File: config.mk
export PLATFORM = sky130hd
export DESIGN_NAME = sin_phase_sequencer
export DESIGN_NICKNAME = d
export VERILOG_FILES = /design/src/rtl/sin_phase_sequencer.sv
export SDC_FILE = /design/constraint.sdc
export NUM_CORES = 1
export LEC_CHECK = 0
export CORE_MARGIN = 5
export CORE_UTILIZATION = 25
export CTS_CLUSTER_SIZE = 8
export DETAILED_ROUTE_END_ITERATION = 8
export HOLD_SLACK_MARGIN = 0.08
export PLACE_DENSITY = 0.46
export SLEW_MARGIN = 20
export SYNTH_ARGS = -nofsm -noshare
export SYNTH_HDL_FRONTEND = slang
export SYNTH_SLANG_ARGS = --single-unit
File: constraint.sdc
create_clock -name clk -period 4.6 [get_ports clk]
set_clock_uncertainty 0.2 [all_clocks]
set_input_delay 0.92 -clock clk [delete_from_list [all_inputs] [get_ports clk]]
set_output_delay 0.92 -clock clk [all_outputs]
set_load 0.02 [all_outputs]
File: src/rtl/sin_phase_sequencer.sv
// rtl/sin_phase_sequencer.sv - phase-accumulator sequencer driving a quarter-wave sine ROM
// Folds phase into quadrant/index, reads the ROM, and rebuilds a signed full-wave sample.
module sin_phase_sequencer #(
  parameter int NBIT_FREQ  = 7,
  parameter int NBIT_PHASE = 12,
  parameter int NBIT_AMPL  = 6
) (
  input  logic                 clk,
  input  logic                 rst,
  input  logic                 start,
  input  logic                 stop,
  input  logic [NBIT_FREQ-1:0] freq,
  input  logic                 sample_tick,
  output logic                 busy,
  output logic                 rom_en,
  output logic [5:0]           rom_addr,
  input  logic [NBIT_AMPL-1:0] rom_data,
  output logic [6:0]           sample,
  output logic                 sample_valid
);

  typedef enum logic [1:0] {IDLE, RUN, DRAIN} state_t;

  state_t                 state, state_next;
  logic [NBIT_PHASE-1:0]  phase, phase_next;
  logic [NBIT_FREQ-1:0]   freq_q, freq_q_next;
  logic [NBIT_PHASE:0]    sum;
  logic                   issue;
  logic [1:0]             quad;
  logic [4:0]             idx;
  logic [4:0]             addr;
  logic                   neg_rd;
  logic                   neg_data;
  logic                   rd_valid;
  logic [6:0]             mag;
  logic                   unused_rom_bits;

  assign sum  = {1'b0, phase} + (NBIT_PHASE+1)'(freq_q);
  assign quad = phase[NBIT_PHASE-1 -: 2];
  assign idx  = phase[NBIT_PHASE-3 -: 5];
  // Odd quadrants walk the quarter table backwards: 31-i is the bitwise inverse.
  assign addr = quad[0] ? ~idx : idx;
  assign mag  = {2'b00, rom_data[4:0]};
  assign unused_rom_bits = ^rom_data[NBIT_AMPL-1:5];

  always_comb begin
    state_next  = state;
    phase_next  = phase;
    freq_q_next = freq_q;
    issue       = 1'b0;
    case (state)
      IDLE: begin
        if (start && (freq != '0) && !stop) begin
          state_next  = RUN;
          freq_q_next = freq;
          phase_next  = '0;
        end
      end
      RUN: begin
        if (sample_tick) begin
          issue      = 1'b1;
          phase_next = sum[NBIT_PHASE-1:0];
        end
        if (stop) state_next = DRAIN;
      end
      DRAIN: begin
        // The wrapping tick is the zero crossing: stop there without a read.
        if (sample_tick) begin
          if (sum[NBIT_PHASE]) begin
            phase_next = '0;
            state_next = IDLE;
          end else begin
            issue      = 1'b1;
            phase_next = sum[NBIT_PHASE-1:0];
          end
        end
      end
      default: state_next = IDLE;
    endcase
  end

  always_ff @(posedge clk) begin
    if (rst) begin
      state        <= IDLE;
      phase        <= '0;
      freq_q       <= '0;
      busy         <= 1'b0;
      rom_en       <= 1'b0;
      rom_addr     <= '0;
      neg_rd       <= 1'b0;
      neg_data     <= 1'b0;
      rd_valid     <= 1'b0;
      sample       <= '0;
      sample_valid <= 1'b0;
    end else begin
      state        <= state_next;
      phase        <= phase_next;
      freq_q       <= freq_q_next;
      busy         <= (state_next != IDLE);
      rom_en       <= issue;
      if (issue) begin
        rom_addr <= {1'b0, addr};
        neg_rd   <= quad[1];
      end
      rd_valid     <= rom_en;
      neg_data     <= neg_rd;
      sample_valid <= rd_valid;
      if (rd_valid) sample <= neg_data ? (7'd0 - mag) : mag;
    end
  end

endmodule

==> After elaboration in Yosys (flattened, before gate mapping) <==
Cells that the tools add are included.
{ "totals": {"reg_bits": 39, "inputBits": 18, "word_cells": 44} }
{ "classes": {"add_sub_neg": 2, "eq_ne": 5, "n_mux": 16, "bitwise_logic": 1, "n_reduce_logical": 9} }
{ "op_table": {"columns": ["operator", "count"], "rows": [
  ["two-way mux 12 bit", 4],
  ["one-hot mux 12 bit (3 select lines)", 1],
  ["adder 12 x 7 -> 13 bit", 1],
  ["two-way mux 2 bit", 4],
  ["two-way mux 7 bit", 1],
  ["nonzero test 7 bit", 1],
  ["inequality test 2 bit (second input constant)", 3],
  ["one-hot mux 2 bit (3 select lines)", 1],
  ["subtractor 1 x 5 -> 6 bit (first input constant)", 1],
  ["two-way mux 5 bit", 1],
  ["NOT 5 bit", 1],
  ["AND reduction 4 bit", 1],
  ["two-way mux 1 bit", 3],
  ["nonzero test 3 bit", 1],
  ["equality test 2 x 1 -> 1 bit (second input constant)", 1],
  ["equality test 2 bit (second input constant)", 1],
  ["logical AND 1 bit", 2],
  ["zero test 2 bit", 1],
  ["one-hot mux 1 bit (2 select lines)", 1],
  ["AND reduction 2 bit", 1],
  ["nonzero test 2 bit", 1],
  ["zero test 1 bit", 1]
]} }

==> Depth between registers and ports, before layout <==
Gate-level depths: netlist (run 1).
{ "depth": {"ltp_word": 6, "depth_mapped": 8, "depth_no_buf": 7} }

==> Least setup slack after synthesis (run 1) <==
Ideal clock, no wire load.
{ "synth_path": {"kind": "input -> register", "startpoint": "input stop", "endpoint": "register phase[11]", "t_arrival_ns": 2.105, "required_ns": 4.333, "setup_slack_ns": 2.228, "path_stages": 5, "cell_sequence": "nand2b_1 -> a22oi_2 -> nand3_2 -> or4_4 -> a21oi_2"} }
{ "synth_between": {"elab_chain_len": 4} }
{ "synth_rtl": {"columns": ["item", "line", "rtl"], "rows": [
  ["from (decl)", "11", "input logic stop,"],
  ["zero test 1 bit", "53", "if (start && (freq != '0) && !stop) begin"],
  ["logical AND 1 bit", "53", null],
  ["inequality test 2 bit (no line)", null, null],
  ["AND reduction 4 bit (no line)", null, null],
  ["to (signal assigned)", "97", "phase <= phase_next;"],
  ["to (decl)", "25", "logic [NBIT_PHASE-1:0] phase, phase_next;"]
]} }
No other way between the ends.
A chain may end at the register's enable or synchronous reset.

==> Worst setup path after layout (run 1) <==
{ "layout_path": {"startpoint": "input freq[3]", "endpoint": "register phase[10]"} }
{ "layout_between": {"elab_chain_len": 5} }
{ "layout_rtl": {"columns": ["item", "line", "rtl"], "rows": [
  ["from (decl)", "12", "input logic [NBIT_FREQ-1:0] freq,"],
  ["nonzero test 7 bit", "53", null],
  ["logical AND 1 bit (2 in series)", "53", null],
  ["inequality test 2 bit (no line)", null, null],
  ["AND reduction 4 bit (no line)", null, null]
]} }
No other way between the ends.

==> run metrics, run 1 <==
status complete, no violations; gpl congestion approximately 0.8; RSZ-0062 raised after global routing no; M3 GR Usage 0.0231; Crit Path Category in -> reg; GR peak layer met2; met1 usage 0.129; CTS Buffer Depth 2; placed insts approximately 340; sequential fraction of the synthesis area 0.380; Tcrit/Tclk final 0.656; met2 GRT Util 0.144; final cell count without fillers about 350; drc violations 0; row count 32; post-synth net total 251; synth top area cells dfxtp_1 (38%), ha_1 (8.8%), mux2i_1 (6.5%); Final WS setup 1.58 ns; initial core utilization 0.258; Worst-path clk slew about 0.08 ns; die area approximately 0.0099 mm²; number of synthesized flops with an enable pin 0; CTS H-Tree Depth 2; final setup vio count 0; root buf cell clkbuf_8; core box area between 0.007 and 0.008 mm²; Worst-Skew Late Latency around 0.30 ns; Crit path largest cell delay about 0.6 ns; CP endpoint kind flop; Worst-Margin Slew ~1.0 ns; Worst EP required 4.62 ns; Global Route Usage Sum 0.0933; Post CTS Setup Buffer Count 0; Synth Area in Compound Gates 0.185; initial drt markers 69; Pwr Total around 740 µW; pwr dens just under 300 mW/mm²; final setup TNS 0 ns; Setup crit start kind input pin; vias after detailed routing between 1500 and 2000; WL final 4390 µm; area leader, netlist dfxtp_1; design area roughly 0.0025 mm²; final hold viol count 0; maximum VDD drop 0.118 mV; xor/xnor share of the synthesized area 0.0569; FFs w/ async S/R, synth 0; Post-Synth Adder-Cell Area 0.0976; total CTS buffers 5; worst path bufs/invs 1; post-placement setup slack roughly 1.2 ns; critical path peak fanout 13; final number of max-transition violations 0; largest net degree at the start of global routing 27; global-route wire length before repair 7560 µm; Nets between 200 and 300; Cell Chain, Critical Path clkdlybuf4s50_1 -> nor4_1 -> a22oi_2 -> nand2_1 -> o21bai_2 -> a21oi_1; slowest cell on the critical path nor4_1; number of global-route vias before repair about 1600; top cell type's share of synthesized area 0.380; arrival time worst endpoint 3.04 ns; crit path time final 3.02 ns; io pins 34; Post-CTS Hold Buffers 0; antenna viol nets, final 0; library cells used by synthesis 44; Pre-Repair DR Iteration Count 3; mux contribution to synthesized area 0.0707; flops & latches, synth 38; Placed Area approximately 0.0024 mm²; f_max approximately 330 MHz; Post-CTS Resized 0; CTS tree done; I/O Buffers 31; DIE HEIGHT about 99 µm; Hold Path Class reg -> reg; estimated wirelength of the detail-placed design roughly 3300 µm; Overflow after GRT 0; Area Overhead vs Synth 26.0%; initial antenna violation count 0; die width 99.5 µm; largest family of logic cells by synthesized area compound AO/OA/AOI/OAI gates; Cells after Synth around 220; Leak Pwr between 0.0009 and 0.001 µW; Mean Syn Cell Area ~9.2 µm²; WL per Instance between 10 and 15 µm; crit-path leading delay family simple AND/OR/NAND/NOR gates; clk sinks 38; total number of yosys warnings 0; layout cells sized above 1 0.0840; Synth Cell Area ~0.0020 mm²; predominant post-synthesis flop cell dfxtp_1; Max-Cap Viols 0; DR vias/cell 4.57; simple-gate share of the synthesized area 0.171; number of diodes 0; Max-slew headroom 0.323
## per-stage QoR
step	hold slack, ns	utilization
final	0.261	0.324
after global routing	0.279	0.324
after CTS	0.265	0.324
after detailed placement	0.253	0.310
after global placement	0.249	0.310
after floorplan	0.241	-
## cell type report
cell class	instances	area, µm²
tap	102	128
clock inverter	3	45.0
clock buffer	5	68.8
timing repair buffer	32	318
inverter	9	33.8
fill	844	5250
sequential	38	761
multi-input combinational	163	1170
## cell usage in the layout, fill, tap and decap left out, types with 6 or more instances in the layout
master	netlist	final
mux2i_1	13	13
nand2_1	11	11
clkdlybuf4s50_1	0	31
or3_1	6	6
a21oi_1	18	18
a211oi_1	9	9
xnor2_1	7	7
inv_1	9	9
ha_1	14	14
xor2_1	6	6
dfxtp_1	38	38
nor2_1	25	25
## logic make-up after synthesis
| family | count (synthesis) |
|---|---|
| simple gates | 67 |
| compound gates | 53 |
| flops | 38 |
| buf+inv | 17 |
| fa+ha+maj | 15 |
| mux | 14 |
| xor+xnor | 13 |
| other cells | 1 |
## power breakdown
part           internal, µW  leakage [µW]  switching (µW)
Sequential              337      0.000307            5.37
Combinational          44.1      0.000576            53.4
Clock                   162     0.0000504             134
## per-layer routing
metal  routed length [µm]  up-vias
li1                     -      841
met1                 2230      731
met2                 1930       27
met3                  178        8
met4                   57        0
met5                    0        -
## synth_stat cells (4+ instances only)
cell type,instances
a211oi_1,9
a21oi_1,18
a21oi_2,5
clkbuf_1,4
dfxtp_1,38
ha_1,14
inv_1,9
mux2i_1,13
nand2_1,11
nand2b_1,4
nor2_1,25
nor2b_1,5
o211ai_1,4
o21ai_0,5
or3_1,6
xnor2_1,7
xor2_1,6
## registers in the layout, indices dropped and copies added, names as in the netlist
name          flops
busy              1
freq_q            7
neg_data          1
neg_rd            1
phase            12
rd_valid          1
rom_addr          5
rom_en            1
sample            6
sample_valid      1
state             2
## worst paths after layout
kind,endpoint,startpoint,cells after the start,slack (ns)
setup / recovery,phase[10],freq[3],6,1.58
hold / removal,neg_data,neg_rd,1,0.26
setup reg to reg,neg_rd,phase[0],7,2.03
hold reg to reg,neg_data,neg_rd,1,0.26
No activity file was read; power rests on OpenSTA's default activity.
==> run 2, diff against run 1 <==
Settings changed: PLACE_DENSITY 0.46 to 0.47.
Clock period 4.6 ns to 2.75 ns, I/O delays scaled along.
==> run 2 against run 1 <==
  * Sequential cell count unchanged
  * Sequential share of layout area decreased by 0.93 points
  * Register-to-register slack lost 1.7 ns
==> run metrics, run 2 (same netlist as run 1, synthesis figures left out) <==
global-route wire length before repair 7800 µm (+3.3%); area of the multi-input gates 0.00117 mm² (unchanged); Clk pwr share 0.392 (-0.010); Post-CTS Hold Buffers 0 (unchanged); max FFs per register 12 (unchanged); most frequent cells in the layout dfxtp_1 (38), clkdlybuf4s50_1 (31), nor2_1 (25); layout cells sized above 1 0.116 (+0.0318); Crit Path Category reg -> reg; Worst-Margin Slew 0.583 ns (-0.430 ns); Top Registers phase x12, freq_q x7, sample x6; RSZ-0062 raised after global routing no; antenna viol nets, final 0 (unchanged); NetSw 322 µW (+67%); met3 WL post-DR 194 µm (+9.0%); Nets 291 (+3.2%); Area Overhead vs Synth 30.0%; number of fill cells 835 (-1.1%); maximum VDD drop 0.174 mV (+47%); crit path time final between 2 and 2.5 ns; Seq pwr share 0.459 (-0.007); CTS tree done; CTS Buffer Depth 2 (unchanged); Internal 926 µW (+71%); worst r2r src phase[0]; clk sinks 38 (unchanged); Tcrit/Tclk final 0.886; root buf cell clkbuf_8; worst hold margin 0.261 ns (-0.000493 ns); Post-CTS Resized 0 (unchanged); placed insts 353 (+2.6%); gpl congestion 0.773 (-5.2%); Hold Path Class reg -> reg; status complete, no violations; reg-to-reg endpoint neg_rd; switch share 0.258 (-0.00437); DIE HEIGHT 99.5 µm (unchanged); CTS H-Tree Depth 2 (unchanged); f_max around 410 MHz; final setup TNS 0 ns (unchanged); Worst-path clk slew 0.08 ns (about the same); Global Route Usage Sum 0.0974 (+0.00411); arrival time worst endpoint 2.43 ns (-0.61 ns); Pre-Repair DR Iteration Count 4 (+1); Leak Pwr 0.000983 µW (+5.2%); row count 32 (unchanged); Pwr Total 1250 µW (+70%); final hold viol count 0 (unchanged); total CTS buffers 5 (unchanged); final cell count without fillers 361 (+2.6%); CP endpoint kind flop; Worst EP required 2.74 ns (-1.88 ns); capture point of the worst path neg_rd; number of diodes 0 (unchanged); die width 99.5 µm (unchanged); DR vias/cell 4.56 (-0.13%); WL final 4510 µm (+2.6%); largest net degree at the start of global routing 16 (-41%); estimated wirelength of the detail-placed design 3500 µm (+4.9%); WL per Instance 12.5 µm (about the same); Critical Path Start phase[0]; initial core utilization 0.258 (unchanged); R2R cell count 7 (unchanged); WL met1 2210 µm (-0.76%); flop2flop setup slack 0.31 ns (-1.72 ns); initial drt markers 33 (-52%); Worst-Skew Late Latency 0.30 ns (about the same); core box area 0.00777 mm² (unchanged); die area 0.00989 mm² (unchanged); Post CTS Setup Buffer Count 0 (unchanged); Top reg by flops phase; commonest non-fill, non-tap cell in the layout dfxtp_1; pwr dens 480 mW/mm² (+64%); Overflow after GRT 0 (unchanged); Top Layer Used met4; Max-slew headroom 0.610 (+0.287); Max-Cap Viols 0 (unchanged); final number of max-transition violations 0 (unchanged); number of global-route vias before repair 1659 (+6.1%); initial antenna violation count 0 (unchanged); vias after detailed routing 1646 (+2.4%); final core utilization 0.335 (+0.0103); WL met2 2050 µm (+6.3%); final setup vio count 0 (unchanged); critical path peak fanout 5 (-8); sequential cell area 761 µm² (unchanged); Setup crit start kind flop; drc violations 0 (unchanged); I/O Buffers 31 (unchanged); io pins 34 (unchanged); Comb pwr share 0.149 (+0.016)
-- run 2: cell count changes in the layout (fill, tap and decap cells not counted), sizes merged --
cell	previous run	this run
buf	1	10
-- run 2: power groups by stage --
stage	Combinational (µW)	Clock (µW)	Sequential, µW
after floorplan	100	0	590
after global placement	188	0	586
after detailed placement	189	0	587
after CTS	190	507	574
after global routing	208	530	575
final	186	489	573
-- run 2: stage by stage --
stage,instance area [µm²],setup WS (ns)
2_1_floorplan,2000,0.420
3_3_place_gp,2490,0.178
3_5_place_dp,2490,0.157
4_1_cts,2600,0.305
5_1_grt,2600,0.171
6_report,2600,0.313
-- run 2: how the worst min path moves through the flow --
stage                  start       end  slack, ns  cells past startpoint
global placement    phase[3]  phase[3]       0.25                      2
global route          rom_en  rd_valid       0.27                      1
floorplan           phase[3]  phase[3]       0.24                      2
finish                rom_en  rd_valid       0.26                      1
CTS                   rom_en  rd_valid       0.26                      1
detailed placement    rom_en  rd_valid       0.25                      1
-- run 2: final cells by class --
cell class | count | share of cell area
Sequential cell | 38 | 0.293
Inverter | 9 | 0.0130
Clock inverter | 3 | 0.0173
Timing Repair Buffer | 41 | 0.153
Multi-Input combinational cell | 163 | 0.449
Clock buffer | 5 | 0.0265
Tap cell | 102 | 0.0491
-- run 2: routing by layer --
layer	track usage	up-vias
met5	0	-
met4	0.0347	0
met3	0.0252	5
met2	0.152	27
met1	0.130	755
li1	-	859
-- run 2: critical path: stages, from the launching register on --
cell     delay [ns]
dfxtp_1        0.32
ha_1           0.22
fa_1           0.44
nand3_1        0.13
a21oi_2        0.10
o32a_1         0.44
nor2_2         0.14
mux2_2         0.34
==> run 3, diff against run 2 <==
Settings changed: CORE_MARGIN 5 to 3, DONT_BUFFER_PORTS set to 1, PLACE_DENSITY 0.47 to 0.42.
==> run 3 against run 2 <==
  * Count of clock-buffer cells in the layout up 1
  * Utilization down 3.9 points
  * Sequential power up 1%
  * Critical path depth unchanged
  * Register-to-register slack better by 0.05 ns
  * Largest cell class unchanged
  * Hold slack worse by 0.13 ns
  * Via count down 9.2%
  * Sequential share of layout area up 5.1 points
  * Clock power down 18%
  * Critical endpoint unchanged
  * Non-clock buffer count down 36
==> run metrics, run 3 (same netlist as run 1, synthesis figures left out) <==
status complete, no violations; most frequent cells in the layout dfxtp_1 (38), nor2_1 (25), a21oi_1 (18); final hold viol count 0 (unchanged); Crit Path Category reg -> reg; estimated wirelength of the detail-placed design 3240 µm (-7.4%); root buf cell clkbuf_8; f_max 419 MHz (+2.1%); Setup crit start kind flop; CP endpoint kind flop; core box area 0.00749 mm² (-3.6%); max FFs per register 12 (unchanged); final setup vio count 0 (unchanged); number of global-route vias before repair 1454 (-12%); clk sinks 38 (unchanged); CTS H-Tree Depth 2 (unchanged); number of diodes 0 (unchanged); Area Overhead vs Synth 10.8%; largest net degree at the start of global routing 32 (+16); io pins 34 (unchanged); Post-CTS Resized 0 (unchanged); drc violations 0 (unchanged); Max-Cap Viols 0 (unchanged); pwr dens 497 mW/mm² (+3.6%); arrival time worst endpoint 2.37 ns (-0.06 ns); initial drt markers 74 (+120%); Top Registers phase x12, freq_q x7, sample x6; global-route wire length before repair 7110 µm (-8.8%); commonest non-fill, non-tap cell in the layout dfxtp_1; RSZ-0062 raised after global routing no; gpl congestion 0.805 (+4.1%); Pre-Repair DR Iteration Count 4 (unchanged); I/O Buffers 0 (-100%); crit path time final 2.39 ns (-0.0500 ns); Leak Pwr 0.000838 µW (-15%); maximum VDD drop 0.191 mV (+9.8%); Worst-path clk slew 0.08 ns (about the same); CTS tree done; vias after detailed routing 1494 (-9.2%); WL per Instance 13.3 µm (+6.7%); initial core utilization 0.267 (+0.00969); die width 95.5 µm (-4.0%); Top reg by flops phase; critical path peak fanout 5 (unchanged); Overflow after GRT 0 (unchanged); DR vias/cell 4.64 (+1.8%); post-placement setup slack 0.342 ns (+0.185 ns); row count 31 (-3.1%); initial antenna violation count 0 (unchanged); worst hold margin 0.130 ns (-0.131 ns); final number of max-transition violations 0 (unchanged); Post CTS Setup Buffer Count 0 (unchanged); Worst EP required 2.73 ns (about the same); Hold Path Class in -> reg; die area 0.00911 mm² (-7.9%); Post-CTS Hold Buffers 0 (unchanged); number of fill cells 796 (-4.7%); Nets 255 (-12%); final setup TNS 0 ns (unchanged); Final WS setup 0.363 ns (+0.0500 ns); DIE HEIGHT 95.5 µm (-4.0%); layout cells sized above 1 0.112 (-0.00372); CTS Buffer Depth 2 (unchanged); total CTS buffers 5 (unchanged); Tcrit/Tclk final 0.868 (-0.0182); Worst-Skew Late Latency 0.29 ns (about the same); antenna viol nets, final 0 (unchanged); WL final 4290 µm (-4.8%); Global Route Usage Sum 0.0998 (+0.00235)
## run 3: final cells by class
class | instances | area [µm²] | share of cell area
multi-input cells | 163 | 1170 | 0.526
clock buffers | 6 | 82.6 | 0.0372
clock inverters | 2 | 12.5 | 0.00564
repair buffers | 5 | 37.5 | 0.0169
inverters | 9 | 33.8 | 0.0152
well taps | 99 | 124 | 0.0559
flip-flops and latches | 38 | 761 | 0.343
## run 3: power by group
| part | total (µW) | switching [µW] | internal (µW) | leakage (µW) |
|---|---|---|---|---|
| registers | 580 | 15.7 | 564 | 0.000307 |
| clock network | 402 | 201 | 202 | 0.0000472 |
| logic | 120 | 67.6 | 52.8 | 0.000483 |
| total | 1100 | 284 | 818 | 0.000838 |
## run 3: worst paths after layout
kind	endpoint	cells after the start	slack [ns]	start
setup reg to reg	neg_rd	7	0.36	phase[0]
hold / removal	freq_q[1]	1	0.13	rst
hold reg to reg	phase[3]	2	0.26	phase[3]
setup / recovery	neg_rd	7	0.36	phase[0]
## run 3: layer usage
layer / global-route usage / up-vias / part of all wire
li1: - / 783 / -
met1: 0.126 / 685 / 0.47
met2: 0.157 / 21 / 0.46
met3: 0.0324 / 5 / 0.056
met4: 0.0391 / 0 / 0.015
met5: 0 / - / 0
## run 3: metrics by stage
stage | instance area (µm²) | power [µW] | std cells | util
2_1_floorplan | 2000 | 690 | 218 | -
3_3_place_gp | 2120 | 715 | 314 | 0.283
3_5_place_dp | 2120 | 715 | 314 | 0.283
4_1_cts | 2220 | 1130 | 322 | 0.296
5_1_grt | 2220 | 1160 | 322 | 0.296
6_report | 2220 | 1100 | 322 | 0.296
## run 3: critical path: stages, from the launching register on
cell     delay [ns]
dfxtp_1        0.31
ha_1           0.22
fa_1           0.43
nand3_1        0.13
a21oi_2        0.10
o32a_1         0.43
nor2_2         0.14
mux2_2         0.33
